## src/rtl/show_select_pkg.sv

```systemverilog
// show_select_pkg: shared constants, action encoding and channel
// wrap helper for the show_select display selector.
package show_select_pkg;

   localparam logic MODE_MANUAL = 1'b0;
   localparam logic MODE_AUTO   = 1'b1;

   localparam int DEF_WIDTH = 16;
   localparam int DEF_NCH   = 4;
   localparam int DEF_SELW  = 2;
   localparam int DEF_DWELL = 50000000;
   localparam int DEF_CNTW  = 26;

   // What the selector does at the coming edge, highest priority first.
   typedef enum logic [1:0] {
      ACT_HOLD,
      ACT_STEP,
      ACT_AUTO,
      ACT_MANUAL
   } act_e;

   // Next channel index with wrap from nch-1 back to 0.
   function automatic int unsigned wrap_inc(
      input int unsigned ch,
      input int unsigned nch
   );
      return (ch + 1 >= nch) ? 0 : ch + 1;
   endfunction

endpackage

```

## src/rtl/show_dwell_timer.sv

```systemverilog
// show_dwell_timer: auto-rotate dwell counter.
// Ports: clk, rst_n (sync, active-low), en (count), clr (restart),
//        tick (1-cycle pulse while the count sits at DWELL-1 and en=1).
module show_dwell_timer #(
   parameter int DWELL = 50000000,
   parameter int CNTW  = 26
) (
   input  logic clk,
   input  logic rst_n,
   input  logic en,
   input  logic clr,
   output logic tick
);

   localparam logic [CNTW-1:0] LAST = CNTW'(DWELL - 1);

   logic [CNTW-1:0] cnt;

   assign tick = en & (cnt == LAST);

   always_ff @(posedge clk) begin
      if (!rst_n) begin
         cnt <= '0;
      end else if (clr) begin
         cnt <= '0;
      end else if (en) begin
         cnt <= tick ? '0 : cnt + 1'b1;
      end
   end

endmodule

```

## src/rtl/show_select.sv

```systemverilog
// show_select: registered NCH-way display selector, manual or auto-rotate,
// with step-button advance and freeze hold.
// Ports: clk, rst_n (sync, active-low), ch_data (NCH packed channels),
//        mode (0 manual / 1 auto), sel_in, step (button level), freeze;
//        out (selected data), cur_ch (shown index), sel_err (bad sel_in).
import show_select_pkg::*;

module show_select #(
   parameter int WIDTH = DEF_WIDTH,
   parameter int NCH   = DEF_NCH,
   parameter int SELW  = DEF_SELW,
   parameter int DWELL = DEF_DWELL,
   parameter int CNTW  = DEF_CNTW
) (
   input  logic               clk,
   input  logic               rst_n,
   input  logic [NCH*WIDTH-1:0] ch_data,
   input  logic               mode,
   input  logic [SELW-1:0]    sel_in,
   input  logic               step,
   input  logic               freeze,
   output logic [WIDTH-1:0]   out,
   output logic [SELW-1:0]    cur_ch,
   output logic               sel_err
);

   logic            step_q;
   logic            step_rise;
   act_e            act;
   logic            tick;
   logic            tmr_en;
   logic            tmr_clr;
   logic            sel_ok;
   logic [SELW-1:0] inc_ch;
   logic [SELW-1:0] nxt;
   logic            nxt_err;
   logic [WIDTH-1:0] nxt_data;

   assign step_rise = step & ~step_q;

   // Conditions are made mutually exclusive so the decoder is one-hot.
   always_comb begin
      act = ACT_MANUAL;
      unique case (1'b1)
         freeze:                          act = ACT_HOLD;
         (!freeze && step_rise):          act = ACT_STEP;
         (!freeze && !step_rise && mode): act = ACT_AUTO;
         default:                         act = ACT_MANUAL;
      endcase
   end

   // The dwell count freezes with the display and restarts on any
   // manual cycle or step, so auto mode always begins with a full dwell.
   assign tmr_en  = (act == ACT_AUTO);
   assign tmr_clr = (act == ACT_STEP) || (act == ACT_MANUAL);

   show_dwell_timer #(
      .DWELL (DWELL),
      .CNTW  (CNTW)
   ) u_dwell (
      .clk   (clk),
      .rst_n (rst_n),
      .en    (tmr_en),
      .clr   (tmr_clr),
      .tick  (tick)
   );

   assign sel_ok = (32'(sel_in) < NCH);
   assign inc_ch = SELW'(wrap_inc(32'(cur_ch), NCH));

   always_comb begin
      nxt     = cur_ch;
      nxt_err = sel_err;
      unique case (act)
         ACT_HOLD: begin
            nxt     = cur_ch;
            nxt_err = sel_err;
         end
         ACT_STEP: begin
            nxt     = inc_ch;
            nxt_err = 1'b0;
         end
         ACT_AUTO: begin
            if (tick) begin
               nxt = inc_ch;
            end
         end
         ACT_MANUAL: begin
            nxt     = sel_ok ? sel_in : '0;
            nxt_err = ~sel_ok;
         end
         default: begin
            nxt     = cur_ch;
            nxt_err = sel_err;
         end
      endcase
   end

   assign nxt_data = ch_data[32'(nxt)*WIDTH +: WIDTH];

   // step_q tracks the button even through reset and freeze, so a
   // button already held when either ends is not a fresh press.
   always_ff @(posedge clk) begin
      step_q <= step;
   end

   always_ff @(posedge clk) begin
      if (!rst_n) begin
         out     <= '0;
         cur_ch  <= '0;
         sel_err <= 1'b0;
      end else if (act != ACT_HOLD) begin
         out     <= nxt_data;
         cur_ch  <= nxt;
         sel_err <= nxt_err;
      end
   end

endmodule

```

## config.mk

```make
export PLATFORM = sky130hd
export DESIGN_NAME = show_select
export DESIGN_NICKNAME = d
export VERILOG_FILES = /design/src/rtl/show_select_pkg.sv /design/src/rtl/show_dwell_timer.sv /design/src/rtl/show_select.sv
export SDC_FILE = /design/constraint.sdc
export NUM_CORES = 1
export LEC_CHECK = 0
export CORE_ASPECT_RATIO = 1.75
export CORE_MARGIN = 2
export CORE_UTILIZATION = 50
export CTS_CLUSTER_SIZE = 10
export DETAILED_ROUTE_END_ITERATION = 10
export GPL_ROUTABILITY_DRIVEN = 0
export PLACE_DENSITY = 0.85
export SETUP_SLACK_MARGIN = 0.15
export SYNTH_ARGS = -nofsm -noshare
export SYNTH_HDL_FRONTEND = slang
export SYNTH_HIERARCHICAL = 1
export SYNTH_SLANG_ARGS = --single-unit
```

## constraint.sdc

```tcl
create_clock -name clk -period 5.05 [get_ports clk]
set_input_delay 0.7575 -clock clk [delete_from_list [all_inputs] [get_ports clk]]
set_output_delay 0.7575 -clock clk [all_outputs]
set_load 0.05 [all_outputs]
```

# --- Word-level counts from Yosys, hierarchy flattened ---
# Cells that the tools add are included.
word_totals:
  word_cells: 30
  register_bits: 45
op_classes:
  add_sub_neg: 2
  bitwise: 4
  shift: 1
  reduce_logical: 9
  n_mux: 5
  n_lt_le_gt_ge: 1
  eq_ne: 4
op_table:
  columns: ["op", "count"]
  rows:
  - ["64-bit by 7-bit variable part select with 16-bit output", 1]
  - ["26-bit by 1-bit adder with 26-bit output, second input constant", 1]
  - ["26-bit == test, second input constant", 1]
  - ["26-bit two-way mux", 1]
  - ["2-bit one-hot mux with 4 select lines", 1]
  - ["2-bit one-hot mux with 3 select lines", 1]
  - ["2-bit == test, second input constant", 2]
  - ["2-bit two-way mux", 2]
  - ["2-bit by 1-bit adder with 3-bit output, second input constant", 1]
  - ["3-bit >= comparator, second input constant", 1]
  - ["1-bit logical AND", 3]
  - ["1-bit AND", 2]
  - ["2-bit by 1-bit == test with 1-bit output, second input constant", 1]
  - ["1-bit zero test", 2]
  - ["2-bit zero test", 1]
  - ["1-bit inverter", 2]
  - ["2-bit nonzero test", 1]
  - ["2-bit OR reduction", 1]
  - ["1-bit logical OR", 1]

# --- Logic depth before layout (Yosys ltp) ---
depth:
  depth_word: 11
  mapped_depth: 15
  ltp_nobuf: 11

# --- Hierarchy ---
# Netlist, hierarchy kept.
modules_own_cells:
  columns: ["mod", "cells_each", "instances", "area_each_um2"]
  rows:
  - ["show_select", 173, 1, 1537.7]
  - ["show_dwell_timer", 152, 1, 1255.0]

# --- Worst setup path after synthesis ---
# OpenSTA, ideal clock, no wires.
synth_path:
  path_kind: "in2reg"
  startpoint: "in freeze"
  endpoint: "reg out[0]"
  cell_stages: 15
  path_slack_ns: 1.737
  arrival_time_ns: 3.178
  t_required_ns: 4.914
  cell_sequence: "clkbuf_1 clkbuf_1 nor2_1 buf_4 and4_1 clkbuf_1 nand4_1 nor2_1 nor3b_1 o211ai_1 a2bb2oi_2 buf_6 buf_12 mux2i_1 a22oi_2"
synth_between:
  elab_chain_cells: 9
  word_cells_on_any_way: 14
  classes_between: "3 x eq/ne; 1 x shift; 3 x mux; 1 x bitwise; 6 x reduce/logical"
synth_lines:
  columns: ["element", "line_no", "source"]
  rows:
  - ["start: declaration", "show_select.sv:21", "input logic freeze,"]
  - ["1-bit zero test", "show_select.sv:46, show_select.sv:47", null]
  - ["1-bit logical AND (2 in series)", "show_select.sv:47", "(!freeze && !step_rise && mode): act = ACT_AUTO;"]
  - ["2-bit one-hot mux with 3 select lines *", "show_select.sv:44", "unique case (1'b1)"]
  - ["2-bit == test *", "show_select.sv:54", "assign tmr_en = (act == ACT_AUTO);"]
  - ["net tmr_en", "show_select.sv:31", "logic tmr_en;"]
  - ["1-bit AND *", "show_dwell_timer.sv:19", "assign tick = en & (cnt == LAST);"]
  - ["net tick", "show_select.sv:30", "logic tick;"]
  - ["2-bit two-way mux *", "show_select.sv:84", "if (tick) begin"]
  - ["2-bit one-hot mux with 4 select lines *", "show_select.sv:74", "unique case (act)"]
  - ["64-bit by 7-bit variable part select with 16-bit output *", "show_select.sv:99", "assign nxt_data = ch_data[32'(nxt)*WIDTH +: WIDTH];"]
  - ["end signal: assignment", "show_select.sv:113", "out <= nxt_data;"]
  - ["end: declaration", "show_select.sv:22", "output logic [WIDTH-1:0] out,"]
# The timed path passes the listed nets; every way through them passes the cells marked *.
# A chain may end at the register's enable or synchronous reset.

# --- Worst setup path after layout ---
layout_path:
  startpoint: "in step"
  endpoint: "reg out[7]"
layout_between:
  elab_chain_cells: 10
  word_cells_on_any_way: 15
  classes_between: "3 x eq/ne; 1 x shift; 3 x mux; 2 x bitwise; 6 x reduce/logical"
layout_lines:
  columns: ["element", "line_no", "source"]
  rows:
  - ["start: declaration", "show_select.sv:20", "input logic step,"]
  - ["1-bit AND *", "show_select.sv:39", "assign step_rise = step & ~step_q;"]
  - ["1-bit zero test", "show_select.sv:47", null]
  - ["1-bit logical AND (2 in series)", "show_select.sv:47", null]
  - ["2-bit one-hot mux with 3 select lines *", "show_select.sv:44", null]
  - ["2-bit == test *", "show_select.sv:54", null]
  - ["net tmr_en", "show_select.sv:31", null]
  - ["1-bit AND *", "show_dwell_timer.sv:19", null]
  - ["net tick", "show_select.sv:30", null]
  - ["2-bit two-way mux *", "show_select.sv:84", null]
  - ["2-bit one-hot mux with 4 select lines *", "show_select.sv:74", null]
  - ["64-bit by 7-bit variable part select with 16-bit output *", "show_select.sv:99", null]
# Marked as above.

==> flow_summary_export.csv <==
group,metric,value,unit
setup_path,worst_ep_required_time,5.24,ns
clocking,cts-resized-gates,0,
grt,grt_max_degree,37,
sta,finalSetupTns,0,ns
sta,period_needed,3.94,ns
pwr,p_leak,1.36,nW
synth,syn_area,2790,sq um
finish,drive_above_1_share,4.95,%
floorplan,core_area,5500,sq um
finish,nets,476,
clocking,cts_buffers,5,
drt,drt_wl_total,7.44,mm
setup_path,arrival,4.13,ns
pwr,power.share.clock,25.1,%
synth,synth_warnings,6,
finish,register_area,901,sq um
setup_path,crit_type,"primary input to register",
sta,rsz0062_at_grt,"no",
placement,dpl.hpwl,5.43,mm
pwr,power.internal,0.601,mW
drt,vias,2811,
floorplan,die_area,6220,sq um
synth,ys_ff_latch,45,
setup_path,critPathBufInv,3,
floorplan,die_w,60.5,um
synth,synthArstFlopShare,0,%
setup_path,crit_fanout,33,
setup_path,crit_chain,"clkdlybuf4s50_1 > nand2b_4 > nand2_1 > nor2_1 > and4_1 > nand4_1 > nor2_1 > nor3b_1 > o211ai_1 > buf_4 > a2bb2oi_2 > buf_4 > mux2i_1 > a22oi_2",
drt,drt-initial-drc-count,171,
finish,design_area,3760,sq um
sta,fmax,254,MHz
pwr,powerDensity,235,nW/um^2
finish,multi_input_area,1730,sq um
sta,fin_crit_sh,78.0,%
drt,routedWlPerCell,15.5,um
synth,ys_seq_area_share,32.3,%
sta,maxSlewHeadroom,28.8,%
finish,antenna_cells,0,
synth,synth-edff-count,0,
setup_path,crit_path_start_kind,"primary input",
sta,fin_skew,0.00806,ns
finish,syn2layout_area_growth,34.5,%
setup_path,crit_family,"simple AND/OR/NAND/NOR gates",
floorplan,dieHeight,103,um
run,cap_violations,0,
synth,synth.distinct_cells,45,
placement,place_area,3680,sq um
sta,tightest_slew,1.07,ns
grt,grt_pass1_vias,2732,
clocking,cts_htree_levels,2,
sta,hold_violations,0,
setup_path,crit_path_max_incr_delay,0.49,ns
drt,drc,0,
pwr,power,0.884,mW
pwr,vdd_drop_max,0.134,mV
pwr,switching_power,0.283,mW
finish,fillers,473,
pwr,pwr-share-comb,30.7,%
synth,syn_nets,398,
placement,io_buffers,88,
grt,grt-ovfl-total,0,
clocking,worstSkewPairLatency,0.30,ns
drt,vias_per_cell,5.86,
grt,grt_pass1_wl,12.1,mm
clocking,clkTransAtPathRegs,0.08,ns
setup_path,critPathCaptureType,"register",
setup_path,crit_slowest_cell,"clkdlybuf4s50_1",
pwr,swShare,32.0,%
floorplan,rows,36,
clocking,cts_tree,"done",
outcome,status,"finished, final reports clean",
hold_path,hold_class,"register to register",
finish,postLayoutCoreUtil,68.4,%
clocking,postCtsSetupBuffers,0,
synth,syn_inst,325,
synth,syn_area_per_cell,8.59,sq um
drt,dr.pass1.iters,4,
grt,antenna_found_initial,0,
grt,track_usage,25.3,%
placement,place_inst,472,
sta,setup_viol,0,
drt,ant_nets,0,
clocking,clock_sinks,45,
floorplan,start_util,50.8,%
pwr,power_frac_seq,44.2,%
sta,drv_slew,0,
synth,synthFlopType,"dfxtp_1",
clocking,cts-root-buf,"clkbuf_8",
clocking,cts_buffer_depth,2,
floorplan,ioPinCount,90,
finish,fin_cells,480,
clocking,cts_hold_buf,0,
[synth_stat cells, types with 3 or more instances]
| library cell | number | area [sq um] |
|---|---|---|
| a21boi_0 | 17 | 128 |
| a21oi_1 | 13 | 65.1 |
| a22oi_1 | 13 | 97.6 |
| a22oi_2 | 3 | 37.5 |
| and2_1 | 18 | 113 |
| and3_1 | 23 | 144 |
| and4_1 | 4 | 35.0 |
| buf_2 | 4 | 20.0 |
| buf_6 | 3 | 33.8 |
| clkbuf_1 | 12 | 45.0 |
| dfxtp_1 | 45 | 901 |
| inv_1 | 3 | 11.3 |
| mux2i_1 | 16 | 160 |
| nand2_1 | 14 | 52.6 |
| nand3_1 | 9 | 45.0 |
| nand3b_1 | 3 | 22.5 |
| nand4_1 | 10 | 62.6 |
| nor2_1 | 16 | 60.1 |
| o21ai_0 | 26 | 130 |
| o21ai_1 | 3 | 15.0 |
| o221ai_1 | 16 | 140 |
| o31ai_1 | 4 | 30.0 |
| or3_1 | 6 | 37.5 |
| or4_1 | 7 | 52.6 |
| xnor2_1 | 3 | 26.3 |
| xor2_1 | 9 | 78.8 |
[through the flow]
stage	hold WS [ns]	setup WS [ns]
2_1_floorplan	0.447	1.74
3_3_place_gp	0.455	0.969
3_5_place_dp	0.473	0.858
4_1_cts	0.488	1.16
5_1_grt	0.518	0.764
6_report	0.486	1.11
[final timing paths]
| kind | startpoint | end | slack (ns) | depth (start not counted) |
|---|---|---|---|---|
| worst max-delay path | step | out[7]$_SDFFE_PN0P_ | 1.11 | 14 |
| worst max register to register | step_q$_DFF_P_ | out[7]$_SDFFE_PN0P_ | 1.67 | 13 |
| worst min-delay path | u_dwell/cnt[23]$_SDFFE_PP0P_ | u_dwell/cnt[23]$_SDFFE_PP0P_ | 0.49 | 2 |
| worst min register to register | u_dwell/cnt[23]$_SDFFE_PP0P_ | u_dwell/cnt[23]$_SDFFE_PP0P_ | 0.49 | 2 |
[flip-flops by register name, summed over array words and instances, names as in the netlist]
signal / flops
out: 16
cur_ch: 2
u_dwell/cnt: 26
step_q: 1
[cells by family (layout without fill, tap and decap cells)]
logic type | count (synthesis) | after routing | share of synthesized area [%]
AND/OR/NAND/NOR | 122 | 122 | 26.5
AO/OA/AOI/OAI | 99 | 99 | 25.0
flip-flops | 45 | 45 | 32.3
buffers and inverters | 28 | 107 | 5.69
multiplexers | 16 | 16 | 5.73
XOR/XNOR | 12 | 12 | 3.76
adder cells (fa/ha/maj) | 2 | 2 | 0.896
other | 1 | 1 | 0.134
[worst reg2reg max path, delay by kind of cell (launching register included)]
kind / cells / cell delay (ns)
flops: 1 / 0.36
mux: 1 / 0.27
compound gates: 3 / 0.35
buf+inv: 2 / 0.54
simple gates: 7 / 1.74
[cells in the final DEF (no fill, tap or decap), drive strengths merged, types with 2 or more instances in the layout]
cell / n
a22oi: 16
nand2b: 2
and4: 4
nor2b: 2
and2: 18
inv: 3
nand2: 14
nand4: 10
a21oi: 13
mux2i: 16
o221ai: 16
a21boi: 18
xor2: 9
clkdlybuf4s50: 88
o31ai: 4
nor2: 16
dfxtp: 45
buf: 7
or4: 7
nand3b: 3
ha: 2
nand3: 9
nor3: 2
nor4b: 4
o21ai: 29
xnor2: 3
clkbuf: 8
or3: 6
and3: 23
[power groups by stage]
stage | sequential (mW) | combinational (mW) | clock, mW
after floorplan | 0.460 | 0.103 | 0
after global placement | 0.399 | 0.268 | 0
after detailed placement | 0.399 | 0.271 | 0
after CTS | 0.390 | 0.273 | 0.228
after global routing | 0.393 | 0.290 | 0.240
final | 0.390 | 0.271 | 0.222
[layer usage]
metal | up-vias | global-route usage [%] | share of wire, %
met5 | - | 0 | 0
met4 | 0 | 9.87 | 2.3
met3 | 14 | 7.90 | 7.2
met2 | 97 | 46.0 | 53
met1 | 1322 | 26.2 | 37
li1 | 1378 | - | -
[cell type report]
type | instances | area share [%]
Tap cell | 76 | 2.53
Clock buffer | 8 | 2.13
Multi-Input combinational cell | 252 | 46.1
Inverter | 4 | 0.400
Sequential cell | 45 | 24.0
Timing Repair Buffer | 95 | 24.8
No activity file was read; power rests on OpenSTA's default activity.
==> edit (config.mk and constraints unchanged) <==
Register the output `out` once more, without a reset; this adds one clock of latency there. The other outputs are not delayed to match.
--- a/src/rtl/show_select.sv
+++ b/src/rtl/show_select.sv
@@ -23,6 +23,8 @@
    output logic [SELW-1:0]    cur_ch,
    output logic               sel_err
 );
+
+   logic [WIDTH-1:0] out_s0;
 
    logic            step_q;
    logic            step_rise;
@@ -106,15 +108,19 @@
 
    always_ff @(posedge clk) begin
       if (!rst_n) begin
-         out     <= '0;
+         out_s0  <= '0;
          cur_ch  <= '0;
          sel_err <= 1'b0;
       end else if (act != ACT_HOLD) begin
-         out     <= nxt_data;
+         out_s0  <= nxt_data;
          cur_ch  <= nxt;
          sel_err <= nxt_err;
       end
    end
 
+   always_ff @(posedge clk) begin
+      out <= out_s0;
+   end
+
 endmodule
 
Function: changed (a bounded check fails within 4 cycles, from zero or initial values and one cycle with rst_n low).
==> edit against the original RTL <==
  * Cell area grew 11%
  * Sequential power up 38%
  * First-iteration DRC count increased by 12%
  * Sequential cell count grew 16
  * Clock skew shrank 0.0019 ns
  * Wire length grew 5.8%
  * Area after synthesis grew 9.7%
  * Cell count is 5.6% higher
  * Non-clock buffer count unchanged
  * Utilization increased by 2.6 points
  * Setup slack worse by 0.20 ns
  * Total power is 39% higher
  * Largest cell class unchanged
==> edit: results (changes against the original RTL) <==
Synthesis
  • Seq/Total Area, Yosys: 39.9% (+7.6 points)
  • Synth cell count leaders: dfxtp_1 (61), and3_1 (22), and2_1 (18), a21boi_0 (17), nor2_1 (17)
  • Synth Net Count: 415 (+4.3%)
  • Synth Warn #: 6 (unchanged)
  • Synth async-reset ratio: 0% (unchanged)
  • Top cells by area, synth: dfxtp_1 (40%), mux2i_1 (5.2%), o221ai_1 (4.6%)
  • Synth unique cells: 43 (-4.4%)
  • Top FF cell, synth: dfxtp_1

Clock tree
  • Clk_lat worst skew: 0.34 ns (+0.04 ns)
  • Clk slew on worst S/H paths: 0.07 ns
  • Post-CTS Resized: 0 (unchanged)
  • Clock tree buffer depth: 2 (unchanged)
  • CTS buffer count: 9 (+4)
  • Clock root buffer: clkbuf_8
  • H-tree depth: 3 (+1)

Pwr
  • Pleak: 0.00155 uW (+15%)
  • Worst vdd ir: 0.000198 V (+47%)

Cells and area
  • Share of cells above drive strength 1: 6.99% (+2.0 points)
  • N_diodes: 0 (unchanged)
  • Fill cells: 475 (+0.42%)
  • Final net count: 497 (+4.4%)
  • Largest registers in the final layout: u_dwell/cnt (26), out (16), out_s0 (16)

Placed design
  • Placed cell area: 3980 sq um (+8.3%)
  • Final HPWL DP: 5.78 mm (+6.4%)
  • Worst slack at placement: 0.647 ns (-0.211 ns)

Global routing
  • First-pass GRT wire length: 12.9 mm (+6.3%)
  • Vias in the first global route: 2,827 (+3.5%)
  • Gr usage total: 24.1% (-1.2 points)

Detailed routing
  • Drt pass-1 iters: 4 (unchanged)
  • WL per Instance: 15.5 um (+0.17%)
  • DR iter-0 viols: 192 (+12%)
  • Via Count: 2,941 (+4.6%)

Status
  • Outcome: completed

Worst setup path
  • Crit path largest cell delay: 0.70 ns (+0.21 ns)
  • Slowest cell on crit path: o211ai_1
  • Crit path max fanout: 20 (-39%)
  • R2R Path Start: step_q
  • CP startpoint: step

Worst hold path
  • Hold wc startpoint: out_s0[5]

STA
  • Slew @ Worst Pin: 0.961 ns (-0.108 ns)
  • Max Clock Skew: 0.00614 ns (-0.00191 ns)
edit: cell count changes in the layout (fill, tap and decap cells not counted), moves of 2 or more:
cell      before  now
dfxtp_1       45   61
o21ai_0       26   13
o21ai_1        3   14
clkbuf_8       5   10
clkinv_2       0    4
a22oi_1       13   16
a22oi_2        3    0
clkbuf_1       3    1
edit: final cells by class:
type	instances	area (sq um)	share of cell area, %
sequential	61	1220	29.2
clock buffer	11	141	3.39
tap	78	97.6	2.34
timing repair buffer	95	933	22.4
clock inverter	5	50.0	1.20
inverter	4	15.0	0.360
multi-input combinational	253	1720	41.1
edit: final timing paths:
path | to | slack [ns] | cells past startpoint
worst max-delay path | out_s0[7] | 0.91 | 13
worst max register to register | out_s0[7] | 1.44 | 12
worst min-delay path | out[5] | 0.36 | 0
worst min register to register | out[5] | 0.36 | 0
edit: routing by layer:
layer | part of all wire (%) | global-route usage [%]
met1 | 37 | 26.2
met2 | 54 | 43.1
met3 | 7.2 | 7.01
met4 | 2.0 | 10.0
met5 | 0 | 0
edit: stage by stage:
step	std cells	util, %	power, uW
after floorplan	342	-	701
after global placement	491	67.8	810
after detailed placement	491	67.8	814
after CTS	507	71.0	1240
after global routing	507	71.0	1280
final	507	71.0	1230
edit: cell families (layout without fill, tap and decap cells):
kind of cell | after synthesis | count (layout) | share of synthesized area [%]
AO/OA/AOI/OAI | 98 | 98 | 21.5
XOR/XNOR | 12 | 12 | 3.43
adder cells (fa/ha/maj) | 2 | 2 | 0.817
buffers and inverters | 28 | 115 | 4.41
flip-flops | 61 | 61 | 39.9
multiplexers | 16 | 16 | 5.23
other | 1 | 1 | 0.122
AND/OR/NAND/NOR | 124 | 124 | 24.6
edit: where the power goes:
group	leakage [uW]	total (uW)	internal, uW	switching, uW
Combinational	0.000949	267	126	141
Sequential	0.000502	537	518	19.7
Clock	0.000103	424	238	186
Total	0.00155	1230	882	346
edit: worst register-to-register path: stages, from the launching register on:
cell	delay, ns
dfxtp_1	0.36
nand2b_4	0.17
nand2_1	0.09
nor2_1	0.36
and4_1	0.43
nand4_1	0.22
nor2_1	0.28
nor2b_1	0.08
o211ai_1	0.70
buf_4	0.34
and3_1	0.19
o221ai_1	0.12
a22oi_1	0.19
